[config.mk]
export PLATFORM = sky130hd
export DESIGN_NAME = operand_entry_fsm_flat
export DESIGN_NICKNAME = d
export VERILOG_FILES = /design/src/rtl/operand_entry_fsm_if.sv /design/src/rtl/operand_entry_fsm.sv /design/src/flat_wrapper.sv
export SDC_FILE = /design/constraint.sdc
export NUM_CORES = 1
export LEC_CHECK = 0
export ABC_AREA = 0
export CORE_ASPECT_RATIO = 0.8
export CORE_MARGIN = 5
export CORE_UTILIZATION = 39
export CTS_CLUSTER_DIAMETER = 60
export CTS_CLUSTER_SIZE = 16
export DETAILED_ROUTE_END_ITERATION = 10
export PLACE_DENSITY = 0.66
export SETUP_SLACK_MARGIN = 0.15
export SYNTH_ARGS = -nofsm -noshare
export SYNTH_HDL_FRONTEND = slang
export SYNTH_SLANG_ARGS = --single-unit
[constraint.sdc]
create_clock -name clk -period 4.2 [get_ports clk]
set_clock_uncertainty 0.2 [all_clocks]
set_input_delay 0.63 -clock clk [delete_from_list [all_inputs] [get_ports clk]]
set_output_delay 0.63 -clock clk [all_outputs]
set_load 0.05 [all_outputs]
[src/rtl/operand_entry_fsm_if.sv]
// Operand entry bundle: switch/button inputs toward the capture stage and the
// captured operand pair back out to the downstream logic units.
interface operand_entry_fsm_if #(
  parameter int WIDTH = 4
);
  logic [WIDTH-1:0] sw_in;
  logic             btn_load;
  logic             btn_clear;
  logic [WIDTH-1:0] A;
  logic [WIDTH-1:0] B;
  logic             valid;
  logic [1:0]       state_o;

  modport master (
    output sw_in, btn_load, btn_clear,
    input  A, B, valid, state_o
  );

  modport slave (
    input  sw_in, btn_load, btn_clear,
    output A, B, valid, state_o
  );
endinterface

[src/rtl/operand_entry_fsm.sv]
// Two-press operand capture for the 4-bit logic units: a debounced load button
// captures A and then B; valid marks the pair as stable downstream.
module operand_entry_fsm #(
  parameter int WIDTH     = 4,
  parameter int DB_CYCLES = 4
) (
  input  logic                 clk,
  input  logic                 rst,
  operand_entry_fsm_if.slave   io
);

  localparam int CW = $clog2(DB_CYCLES + 1);
  localparam logic [CW-1:0] CNT_LAST = CW'(DB_CYCLES - 1);

  typedef enum logic [1:0] {
    IDLE  = 2'b00,
    GOT_A = 2'b01,
    READY = 2'b10,
    BAD   = 2'b11
  } state_e;

  logic [CW-1:0]    cnt_q, cnt_d;
  logic             db_q, db_d;
  logic             db_prev_q;
  logic             press_s;
  state_e           state_q;
  logic [WIDTH-1:0] a_q, b_q;
  logic             valid_q;

  // Debounce next-state: count consecutive mismatching samples, toggle on the last one
  always_comb begin
    cnt_d = '0;
    db_d  = db_q;
    if (io.btn_load != db_q) begin
      if (cnt_q == CNT_LAST) begin
        db_d  = ~db_q;
        cnt_d = '0;
      end else begin
        cnt_d = cnt_q + CW'(1);
      end
    end else begin
      cnt_d = '0;
    end
  end

  // Debounce state registers and the edge-detect history
  always_ff @(posedge clk) begin
    if (rst) begin
      cnt_q     <= '0;
      db_q      <= 1'b0;
      db_prev_q <= 1'b0;
    end else begin
      cnt_q     <= cnt_d;
      db_q      <= db_d;
      db_prev_q <= db_q;
    end
  end

  assign press_s = db_q & ~db_prev_q;

  // Operand FSM; clear wins over a press completing on the same edge
  always_ff @(posedge clk) begin
    if (rst) begin
      state_q <= IDLE;
      a_q     <= '0;
      b_q     <= '0;
      valid_q <= 1'b0;
    end else if (io.btn_clear) begin
      state_q <= IDLE;
      a_q     <= '0;
      b_q     <= '0;
      valid_q <= 1'b0;
    end else begin
      case (state_q)
        IDLE: begin
          if (press_s) begin
            a_q     <= io.sw_in;
            state_q <= GOT_A;
          end else begin
            state_q <= IDLE;
          end
        end
        GOT_A: begin
          if (press_s) begin
            b_q     <= io.sw_in;
            valid_q <= 1'b1;
            state_q <= READY;
          end else begin
            state_q <= GOT_A;
          end
        end
        READY: begin
          if (press_s) begin
            a_q     <= io.sw_in;
            b_q     <= '0;
            valid_q <= 1'b0;
            state_q <= GOT_A;
          end else begin
            state_q <= READY;
          end
        end
        default: begin
          state_q <= IDLE;
          a_q     <= '0;
          b_q     <= '0;
          valid_q <= 1'b0;
        end
      endcase
    end
  end

  assign io.A       = a_q;
  assign io.B       = b_q;
  assign io.valid   = valid_q;
  assign io.state_o = state_q;

endmodule

[src/flat_wrapper.sv]
// flat-port wrapper written by rule: the top's interface ports become plain ports
module operand_entry_fsm_flat 
#(
  parameter int WIDTH     = 4,
  parameter int DB_CYCLES = 4
)
  (clk, rst, io_sw_in, io_btn_load, io_btn_clear, io_A, io_B, io_valid, io_state_o);
  operand_entry_fsm_if #(.WIDTH(WIDTH)) io_i ();
  input  logic clk;
  input  logic rst;
  input wire logic [$bits(io_i.sw_in)-1:0] io_sw_in;
  input wire logic [$bits(io_i.btn_load)-1:0] io_btn_load;
  input wire logic [$bits(io_i.btn_clear)-1:0] io_btn_clear;
  output wire logic [$bits(io_i.A)-1:0] io_A;
  output wire logic [$bits(io_i.B)-1:0] io_B;
  output wire logic [$bits(io_i.valid)-1:0] io_valid;
  output wire logic [$bits(io_i.state_o)-1:0] io_state_o;
  assign io_i.sw_in = io_sw_in;
  assign io_i.btn_load = io_btn_load;
  assign io_i.btn_clear = io_btn_clear;
  assign io_A = io_i.A;
  assign io_B = io_i.B;
  assign io_valid = io_i.valid;
  assign io_state_o = io_i.state_o;
  operand_entry_fsm #(.WIDTH(WIDTH), .DB_CYCLES(DB_CYCLES)) u_core (.clk(clk), .rst(rst), .io(io_i));
endmodule
==> flow_summary.html, run 1 <==
<table>
<tr><th>Metric</th><th>Value</th></tr>
<tr><th colspan="2">CTS</th></tr>
<tr><td>Clock latency at the later pin of the worst-skew pair</td><td>0.29 ns</td></tr>
<tr><td>Clk pin slew, worst setup/hold paths</td><td>0.09 ns</td></tr>
<tr><td>Total clock buffers created by CTS</td><td>3</td></tr>
<tr><td>Library cell used as clock root buffer</td><td>sky130_fd_sc_hd__clkbuf_4</td></tr>
<tr><td>Post-CTS Setup Bufs</td><td>0</td></tr>
<tr><td>Resized Gates After CTS</td><td>0</td></tr>
<tr><td>Clock tree buffer depth</td><td>2</td></tr>
<tr><td>CTS HTree Levels</td><td>1</td></tr>
<tr><td>Clock Sinks</td><td>16</td></tr>
<tr><td>Clock tree from TritonCTS</td><td>built</td></tr>
<tr><td>Quantity of hold-fixing buffers added after cts</td><td>0</td></tr>
<tr><th colspan="2">Final layout</th></tr>
<tr><td>Final cell count without fillers</td><td>121</td></tr>
<tr><td>Area of all placed cells without fillers</td><td>948 um^2</td></tr>
<tr><td>Post-layout net count</td><td>109</td></tr>
<tr><td>Ratio of cells with drive above 1 in the final layout</td><td>0.0515</td></tr>
<tr><td>Number of fillers in the final layout</td><td>183</td></tr>
<tr><td>Area growth from synthesis to final layout</td><td>29.4%</td></tr>
<tr><td>Post-layout utilization of the core</td><td>0.516</td></tr>
<tr><td>Total inserted antenna cells</td><td>0</td></tr>
<tr><th colspan="2">Synthesis</th></tr>
<tr><td>Mapped Area</td><td>733 um^2</td></tr>
<tr><td>Synth cell types</td><td>19</td></tr>
<tr><td>Cells after Synth</td><td>80</td></tr>
<tr><td>Sequential share of the synthesized area</td><td>0.437</td></tr>
<tr><td>Nets in the synthesized netlist</td><td>90</td></tr>
<tr><td>Count of yosys warnings during synthesis</td><td>0</td></tr>
<tr><td>Post-Synthesis Mean Instance Area</td><td>9.17 um^2</td></tr>
<tr><td>Count of state elements after synthesis</td><td>16</td></tr>
<tr><th colspan="2">Setup path</th></tr>
<tr><td>Critical path endpoint category</td><td>primary output</td></tr>
<tr><td>Buffers &amp; Inverters on Critical Path</td><td>1</td></tr>
<tr><td>Critical Path AT</td><td>1.78 ns</td></tr>
<tr><td>Dominant delay contributor by cell family on the critical path</td><td>buffers and inverters</td></tr>
<tr><td>Slowest-stage cell, CP</td><td>sky130_fd_sc_hd__clkdlybuf4s50_1</td></tr>
<tr><td>Worst setup path category</td><td>reg -&gt; out</td></tr>
<tr><td>Biggest cell delay along the critical path</td><td>0.89 ns</td></tr>
<tr><td>CP required</td><td>3.37 ns</td></tr>
<tr><td>Largest fanout on the critical path</td><td>19</td></tr>
<tr><td>Startpoint kind of the worst setup timing path</td><td>register</td></tr>
<tr><td>Worst Reg-to-Reg Cells</td><td>3</td></tr>
<tr><td>Cell-by-cell trace of the critical path</td><td>clkdlybuf4s50_1</td></tr>
<tr><td>Total stage count of the critical path</td><td>1</td></tr>
<tr><th colspan="2">Drt</th></tr>
<tr><td>Post-route antenna net violation count</td><td>0</td></tr>
<tr><td>Average wire length per cell after detail routing</td><td>13.3 um</td></tr>
<tr><td>Routed via count</td><td>653</td></tr>
<tr><td>DRT Wirelength</td><td>1.61 mm</td></tr>
<tr><td>DRC violation count after routing</td><td>0</td></tr>
<tr><td>First-pass DRT Iterations</td><td>4</td></tr>
<tr><td>Vias/cell</td><td>5.40</td></tr>
<tr><td>Number of design-rule violations left by the first detailed-router iteration</td><td>27</td></tr>
<tr><th colspan="2">Die</th></tr>
<tr><td>Die area</td><td>2850 um^2</td></tr>
<tr><td>Area of the placeable core</td><td>1840 um^2</td></tr>
<tr><td>Top-Level Pins</td><td>19</td></tr>
<tr><td>Horizontal die dimension</td><td>58.5 um</td></tr>
<tr><td>Initial cell density of the core</td><td>0.399</td></tr>
<tr><td>Cell Rows</td><td>14</td></tr>
<tr><td>Die height</td><td>48.8 um</td></tr>
<tr><th colspan="2">STA</th></tr>
<tr><td>Total of endpoints with negative setup slack in the final report</td><td>0</td></tr>
<tr><td>Unrepaired setup endpoints after global routing</td><td>false</td></tr>
<tr><td>Relative slew slack</td><td>0.574</td></tr>
<tr><td>Period minus WS final</td><td>2.61 ns</td></tr>
<tr><td>Final slew viol count</td><td>0</td></tr>
<tr><td>Fin crit share</td><td>0.623</td></tr>
<tr><td>Total count of hold-check failures in the final report</td><td>0</td></tr>
<tr><td>Peak Freq</td><td>382 MHz</td></tr>
<tr><td>Slew at the pin with the worst max-slew slack</td><td>0.638 ns</td></tr>
<tr><td>Summed negative setup slack over all endpoints</td><td>0 ns</td></tr>
<tr><th colspan="2">Placement</th></tr>
<tr><td>Placed Area</td><td>926 um^2</td></tr>
<tr><td>Number of placed instances, taps included</td><td>118</td></tr>
<tr><td>Routability congestion estimate</td><td>0.774</td></tr>
<tr><td>Half-perimeter wire length after detailed placement</td><td>1.15 mm</td></tr>
<tr><td>Port Buffers</td><td>18</td></tr>
<tr><th colspan="2">Global route</th></tr>
<tr><td>Global-route wire length before repair</td><td>2.70 mm</td></tr>
<tr><td>All-Layer GR Usage</td><td>0.123</td></tr>
<tr><td>Vias in the first global route</td><td>637</td></tr>
<tr><td>Initial antenna violation count</td><td>0</td></tr>
<tr><td>Gr ovfl total</td><td>0</td></tr>
<tr><td>Pin count of the biggest net entering global routing</td><td>20</td></tr>
<tr><th colspan="2">Power</th></tr>
<tr><td>Power, Total</td><td>0.249 mW</td></tr>
<tr><td>Proportion of power drawn by combinational gates</td><td>0.064</td></tr>
<tr><td>Power spent charging and discharging nets</td><td>0.0545 mW</td></tr>
<tr><td>Switching Fraction</td><td>0.219</td></tr>
<tr><td>Leak pwr</td><td>0.304 nW</td></tr>
<tr><td>Sequential Power Share</td><td>0.616</td></tr>
<tr><td>Internal Power</td><td>0.195 mW</td></tr>
<tr><td>Maximum VDD drop</td><td>0.134 mV</td></tr>
<tr><td>Clock share of power</td><td>0.320</td></tr>
<tr><td>Power per cell area</td><td>263 nW/um^2</td></tr>
<tr><th colspan="2">Outcome</th></tr>
<tr><td>Outcome</td><td>complete, no violations</td></tr>
<tr><th colspan="2">Hold path</th></tr>
<tr><td>Type of the tightest min-delay check</td><td>reg -&gt; reg</td></tr>
<tr><td>Worst Hold Depth</td><td>1</td></tr>
<tr><th colspan="2">Run</th></tr>
<tr><td>Number of max-capacitance violations reported</td><td>0</td></tr>
</table>
[power groups by stage]
stage	Clock [mW]	Sequential (mW)	Combinational [mW]
after floorplan	0	0.157	0.00578
after global placement	0	0.157	0.0155
after detailed placement	0	0.157	0.0159
after CTS	0.0836	0.154	0.0160
after global routing	0.0905	0.154	0.0171
final	0.0797	0.153	0.0159
[cells by family after synthesis]
kind of cell               count (synthesis)  synth area share
and+or+nand+nor                           47             0.413
buffers and inverters                      6            0.0341
muxes                                      1            0.0137
DFF                                       16             0.437
AOI/OAI and AO/OA                          7            0.0563
xor gates and xnor gates                   1            0.0119
adders and majority gates                  2            0.0341
[flip-flops by register name (all words and copies together) (netlist names)]
signal	flops
u_core.cnt_q	3
u_core.io.A	4
u_core.db_prev_q	1
u_core.io.state_o	2
u_core.io.valid	1
u_core.db_q	1
u_core.io.B	4
[cell usage in the layout (no fill, tap or decap), drive strengths merged]
master | synthesis | final
a21oi | 2 | 2
nand2 | 5 | 5
ha | 2 | 2
mux2i | 1 | 1
nor4b | 1 | 1
or3 | 1 | 1
nand2b | 3 | 3
inv | 2 | 2
a31oi | 5 | 5
nand3 | 8 | 8
or2 | 1 | 1
dfxtp | 16 | 16
nand3b | 12 | 12
nand4b | 8 | 8
nor2b | 3 | 3
clkdlybuf4s50 | 0 | 18
xnor2 | 1 | 1
clkbuf | 2 | 3
nor2 | 5 | 5
[synthesized netlist by cell type]
master	instances	area share
sky130_fd_sc_hd__buf_2	2	0.014
sky130_fd_sc_hd__ha_1	2	0.034
sky130_fd_sc_hd__clkbuf_1	2	0.010
sky130_fd_sc_hd__nor2b_1	3	0.026
sky130_fd_sc_hd__nand2_1	5	0.026
sky130_fd_sc_hd__nand2b_1	3	0.026
sky130_fd_sc_hd__dfxtp_1	16	0.44
sky130_fd_sc_hd__xnor2_1	1	0.012
sky130_fd_sc_hd__nor4b_2	1	0.020
sky130_fd_sc_hd__nand3b_1	12	0.12
sky130_fd_sc_hd__or2_2	1	0.0085
sky130_fd_sc_hd__a21oi_1	2	0.014
sky130_fd_sc_hd__nand4b_1	8	0.096
sky130_fd_sc_hd__a31oi_1	5	0.043
sky130_fd_sc_hd__nand3_1	8	0.055
sky130_fd_sc_hd__inv_1	2	0.010
sky130_fd_sc_hd__mux2i_1	1	0.014
sky130_fd_sc_hd__or3_1	1	0.0085
sky130_fd_sc_hd__nor2_1	5	0.026
[metal layers]
| layer | up-vias | share of wire | GRT usage |
|---|---|---|---|
| li1 | 327 | - | - |
| met1 | 305 | 0.48 | 0.141 |
| met2 | 19 | 0.44 | 0.193 |
| met3 | 2 | 0.070 | 0.0582 |
| met4 | 0 | 0.0062 | 0.0502 |
| met5 | - | 0 | 0 |
[through the flow]
step / hold slack [ns] / setup slack (ns)
2_1_floorplan: 0.199 / 2.65
3_3_place_gp: 0.210 / 1.92
3_5_place_dp: 0.221 / 1.92
4_1_cts: 0.234 / 1.59
5_1_grt: 0.260 / 1.47
6_report: 0.227 / 1.59
[cell type report]
type                            count  area, um^2  share of cell area
Inverter                            2        7.51             0.00792
Sequential cell                    16         320               0.338
Timing Repair Buffer               18         180               0.190
Tap cell                           24        30.0              0.0317
Clock buffer                        3        22.5              0.0237
Multi-Input combinational cell     58         388               0.409
[final timing paths]
kind | start | endpoint | slack (ns)
setup / recovery | u_core.io.state_o[0]$_SDFF_PP0_ | io_state_o[0] | 1.59
hold / removal | u_core.cnt_q[0]$_SDFF_PP0_ | u_core.cnt_q[0]$_SDFF_PP0_ | 0.23
setup reg to reg | u_core.db_q$_SDFFE_PP0P_ | u_core.io.A[3]$_SDFFE_PP0P_ | 2.63
hold reg to reg | u_core.cnt_q[0]$_SDFF_PP0_ | u_core.cnt_q[0]$_SDFF_PP0_ | 0.23
(Power assumes the default switching activity.)
==> run 2: changes to the inputs <==
PLACE_DENSITY = 0.69   (was 0.66)
clock period = 2.3 ns   (was 4.2 ns; I/O delays follow)
==> run 2 against run 1 <==
Total power increased by 97%. Sequential share of layout area decreased by 0.70 points. Wire length decreased by 7.8%. Critical endpoint is now io_B[0]. Die area unchanged. Largest power group unchanged. Cell count increased by 1.7%.
==> flow_summary.html, run 2 (synthesis results as in run 1) <==
<table>
<tr><th>Metric</th><th>Value</th></tr>
<tr><th colspan="2">Drt</th></tr>
<tr><td>Met3 layer wire length in the routed design</td><td>104 um (-7.1%)</td></tr>
<tr><td>Post-route antenna net violation count</td><td>0 (unchanged)</td></tr>
<tr><td>Vias/cell</td><td>5.07 (-6.0%)</td></tr>
<tr><td>Detailed route wirelength on metal2</td><td>656 um (-7.0%)</td></tr>
<tr><td>DRC violation count after routing</td><td>0 (unchanged)</td></tr>
<tr><td>Wire length the detailed router placed on met1</td><td>711 um (-8.8%)</td></tr>
<tr><td>Number of design-rule violations left by the first detailed-router iteration</td><td>2 (-93%)</td></tr>
<tr><td>Top Metal Used</td><td>met4</td></tr>
<tr><td>DRT Wirelength</td><td>1.48 mm (-7.8%)</td></tr>
<tr><td>Routed via count</td><td>624 (-4.4%)</td></tr>
<tr><td>Average wire length per cell after detail routing</td><td>12.1 um (-9.3%)</td></tr>
<tr><td>First-pass DRT Iterations</td><td>4 (unchanged)</td></tr>
<tr><th colspan="2">Placement</th></tr>
<tr><td>Placed Area</td><td>933 um^2 (+0.81%)</td></tr>
<tr><td>Routability congestion estimate</td><td>0.719 (-7.1%)</td></tr>
<tr><td>Number of placed instances, taps included</td><td>119 (+0.85%)</td></tr>
<tr><td>Port Buffers</td><td>18 (unchanged)</td></tr>
<tr><td>Pre-CTS WS</td><td>0.413 ns (-1.51 ns)</td></tr>
<tr><td>Half-perimeter wire length after detailed placement</td><td>1.09 mm (-5.2%)</td></tr>
<tr><th colspan="2">Die</th></tr>
<tr><td>Cell Rows</td><td>14 (unchanged)</td></tr>
<tr><td>Top-Level Pins</td><td>19 (unchanged)</td></tr>
<tr><td>Horizontal die dimension</td><td>58.5 um (unchanged)</td></tr>
<tr><td>Die area</td><td>2850 um^2 (unchanged)</td></tr>
<tr><td>Die height</td><td>48.8 um (unchanged)</td></tr>
<tr><td>Area of the placeable core</td><td>1840 um^2 (unchanged)</td></tr>
<tr><td>Initial cell density of the core</td><td>0.399 (unchanged)</td></tr>
<tr><th colspan="2">Global route</th></tr>
<tr><td>Pin count of the biggest net entering global routing</td><td>19 (-5.0%)</td></tr>
<tr><td>Initial antenna violation count</td><td>0 (unchanged)</td></tr>
<tr><td>All-Layer GR Usage</td><td>0.115 (-0.00751)</td></tr>
<tr><td>Vias in the first global route</td><td>568 (-11%)</td></tr>
<tr><td>Global-route wire length before repair</td><td>2.45 mm (-9.4%)</td></tr>
<tr><td>Gr ovfl total</td><td>0 (unchanged)</td></tr>
<tr><th colspan="2">STA</th></tr>
<tr><td>Unrepaired setup endpoints after global routing</td><td>false</td></tr>
<tr><td>Period minus WS final</td><td>2.02 ns</td></tr>
<tr><td>Relative slew slack</td><td>0.623 (+0.0494)</td></tr>
<tr><td>Peak Freq</td><td>496 MHz</td></tr>
<tr><td>Final slew viol count</td><td>0 (unchanged)</td></tr>
<tr><td>Total of endpoints with negative setup slack in the final report</td><td>0 (unchanged)</td></tr>
<tr><td>Summed negative setup slack over all endpoints</td><td>0 ns (unchanged)</td></tr>
<tr><td>Min setup slack post-route</td><td>0.283 ns (-1.30 ns)</td></tr>
<tr><td>Total count of hold-check failures in the final report</td><td>0 (unchanged)</td></tr>
<tr><td>Slew at the pin with the worst max-slew slack</td><td>0.565 ns (-0.0739 ns)</td></tr>
<tr><td>Fin crit share</td><td>0.877</td></tr>
<tr><td>Final Hold Slack</td><td>0.224 ns (-0.00234 ns)</td></tr>
<tr><th colspan="2">Setup path</th></tr>
<tr><td>Origin of the worst setup path</td><td>u_core.io.B[0]$_SDFFE_PP0P_</td></tr>
<tr><td>Worst Reg-to-Reg Cells</td><td>3 (unchanged)</td></tr>
<tr><td>CP required</td><td>1.75 ns (-1.62 ns)</td></tr>
<tr><td>CP endpoint</td><td>io_B[0]</td></tr>
<tr><td>Critical Path AT</td><td>1.47 ns (-0.31 ns)</td></tr>
<tr><td>Critical path endpoint category</td><td>primary output</td></tr>
<tr><td>Dominant delay contributor by cell family on the critical path</td><td>buffers and inverters</td></tr>
<tr><td>Worst reg2reg path startpoint</td><td>u_core.db_q$_SDFFE_PP0P_</td></tr>
<tr><td>Total stage count of the critical path</td><td>1 (unchanged)</td></tr>
<tr><td>Startpoint kind of the worst setup timing path</td><td>register</td></tr>
<tr><td>Buffers &amp; Inverters on Critical Path</td><td>1 (unchanged)</td></tr>
<tr><td>Largest fanout on the critical path</td><td>3 (-16)</td></tr>
<tr><td>Cell-by-cell trace of the critical path</td><td>clkdlybuf4s50_1</td></tr>
<tr><td>Worst setup path category</td><td>reg -&gt; out</td></tr>
<tr><td>Slowest-stage cell, CP</td><td>sky130_fd_sc_hd__clkdlybuf4s50_1</td></tr>
<tr><td>Biggest cell delay along the critical path</td><td>0.82 ns (-0.07 ns)</td></tr>
<tr><td>Register-to-register setup slack</td><td>0.75 ns (-1.88 ns)</td></tr>
<tr><td>End of the worst register-to-register path</td><td>u_core.io.valid$_SDFFE_PP0P_</td></tr>
<tr><th colspan="2">CTS</th></tr>
<tr><td>Library cell used as clock root buffer</td><td>sky130_fd_sc_hd__clkbuf_4</td></tr>
<tr><td>Clock tree from TritonCTS</td><td>built</td></tr>
<tr><td>Clock Sinks</td><td>16 (unchanged)</td></tr>
<tr><td>CTS HTree Levels</td><td>1 (unchanged)</td></tr>
<tr><td>Clock tree buffer depth</td><td>2 (unchanged)</td></tr>
<tr><td>Clock latency at the later pin of the worst-skew pair</td><td>0.29 ns (about the same)</td></tr>
<tr><td>Clk pin slew, worst setup/hold paths</td><td>0.08 ns (about the same)</td></tr>
<tr><td>Total clock buffers created by CTS</td><td>3 (unchanged)</td></tr>
<tr><th colspan="2">Hold path</th></tr>
<tr><td>Type of the tightest min-delay check</td><td>reg -&gt; reg</td></tr>
<tr><th colspan="2">Final layout</th></tr>
<tr><td>Commonest non-fill, non-tap cell in the layout</td><td>sky130_fd_sc_hd__clkdlybuf4s50_1</td></tr>
<tr><td>Ratio of cells with drive above 1 in the final layout</td><td>0.0707 (+0.0192)</td></tr>
<tr><td>Commonest cells after routing, fill and taps aside</td><td>sky130_fd_sc_hd__clkdlybuf4s50_1, sky130_fd_sc_hd__dfxtp_1, sky130_fd_sc_hd__nand3b_1, sky130_fd_sc_hd__nand3_1, sky130_fd_sc_hd__nand4b_1</td></tr>
<tr><td>Post-layout net count</td><td>110 (+0.92%)</td></tr>
<tr><td>Total inserted antenna cells</td><td>0 (unchanged)</td></tr>
<tr><td>Number of fillers in the final layout</td><td>188 (+2.7%)</td></tr>
<tr><td>Area growth from synthesis to final layout</td><td>32.1%</td></tr>
<tr><td>Post-layout utilization of the core</td><td>0.527 (+0.0109)</td></tr>
<tr><td>Area of all placed cells without fillers</td><td>968 um^2 (+2.1%)</td></tr>
<tr><td>Final cell count without fillers</td><td>123 (+1.7%)</td></tr>
<tr><th colspan="2">Run</th></tr>
<tr><td>Number of max-capacitance violations reported</td><td>0 (unchanged)</td></tr>
<tr><th colspan="2">Power</th></tr>
<tr><td>Power per cell area</td><td>507 nW/um^2 (+93%)</td></tr>
<tr><td>Leak pwr</td><td>0.322 nW (+5.8%)</td></tr>
<tr><td>Maximum VDD drop</td><td>0.289 mV (+120%)</td></tr>
<tr><td>Power, Total</td><td>0.491 mW (+97%)</td></tr>
<tr><th colspan="2">Outcome</th></tr>
<tr><td>Outcome</td><td>complete, no violations</td></tr>
</table>
-- run 2: cell count changes in the layout (fill, tap and decap cells not counted), sizes merged --
cell           change
clkdlybuf4s50      -1
buf                +1
dlygate4sd2        +1
clkbuf             +1
-- run 2: per-layer routing --
layer  vias up  GRT usage
li1        327          -
met1       283      0.144
met2        12      0.160
met3         2     0.0661
met4         0     0.0463
met5         -          0
-- run 2: where the power goes --
part	switching, mW	internal (mW)	leakage, nW
Clock	0.0856	0.0966	0.0210
Combinational	0.0128	0.0155	0.172
Sequential	0.00111	0.279	0.129
-- run 2: worst register-to-register path: stages, from the launching register on --
cell and delay (ns):
sky130_fd_sc_hd__dfxtp_1 0.44, sky130_fd_sc_hd__nor2b_1 0.51, sky130_fd_sc_hd__nand2_1 0.15, sky130_fd_sc_hd__a31oi_1 0.17
-- run 2: final cells by class --
| class | instances | area (um^2) | share of cell area |
|---|---|---|---|
| Multi-Input combinational cell | 58 | 388 | 0.401 |
| Tap cell | 24 | 30.0 | 0.0310 |
| Clock buffer | 4 | 36.3 | 0.0375 |
| Inverter | 2 | 7.51 | 0.00775 |
| Timing Repair Buffer | 19 | 186 | 0.193 |
| Sequential cell | 16 | 320 | 0.331 |
-- run 2: how the worst min path moves through the flow --
| stage | to | startpoint | depth (start not counted) | slack [ns] |
|---|---|---|---|---|
| 6_report | u_core.cnt_q[0]$_SDFF_PP0_ | u_core.cnt_q[0]$_SDFF_PP0_ | 1 | 0.22 |
| 5_1_grt | u_core.cnt_q[0]$_SDFF_PP0_ | u_core.cnt_q[0]$_SDFF_PP0_ | 1 | 0.26 |
| 4_1_cts | u_core.cnt_q[0]$_SDFF_PP0_ | u_core.cnt_q[0]$_SDFF_PP0_ | 1 | 0.23 |
| 3_5_place_dp | u_core.cnt_q[0]$_SDFF_PP0_ | u_core.cnt_q[0]$_SDFF_PP0_ | 1 | 0.22 |
| 3_3_place_gp | u_core.cnt_q[0]$_SDFF_PP0_ | u_core.cnt_q[0]$_SDFF_PP0_ | 1 | 0.21 |
| 2_1_floorplan | u_core.cnt_q[0]$_SDFF_PP0_ | u_core.cnt_q[0]$_SDFF_PP0_ | 1 | 0.20 |
-- run 2: what timing repair did --
| item | CTS | global route |
|---|---|---|
| hold buffers | 0 | 0 |
| setup endpoints to repair | 1 | 0 |
| gates resized for setup | 1 | 0 |
| setup buffers | 0 | 0 |
==> run 3: changes to the inputs <==
CAP_MARGIN = 20   (was not set)
CTS_CLUSTER_SIZE = not set   (was 16)
==> results of run 3 <==
No change in the layout: final DEF, timing and power equal those of run 2.
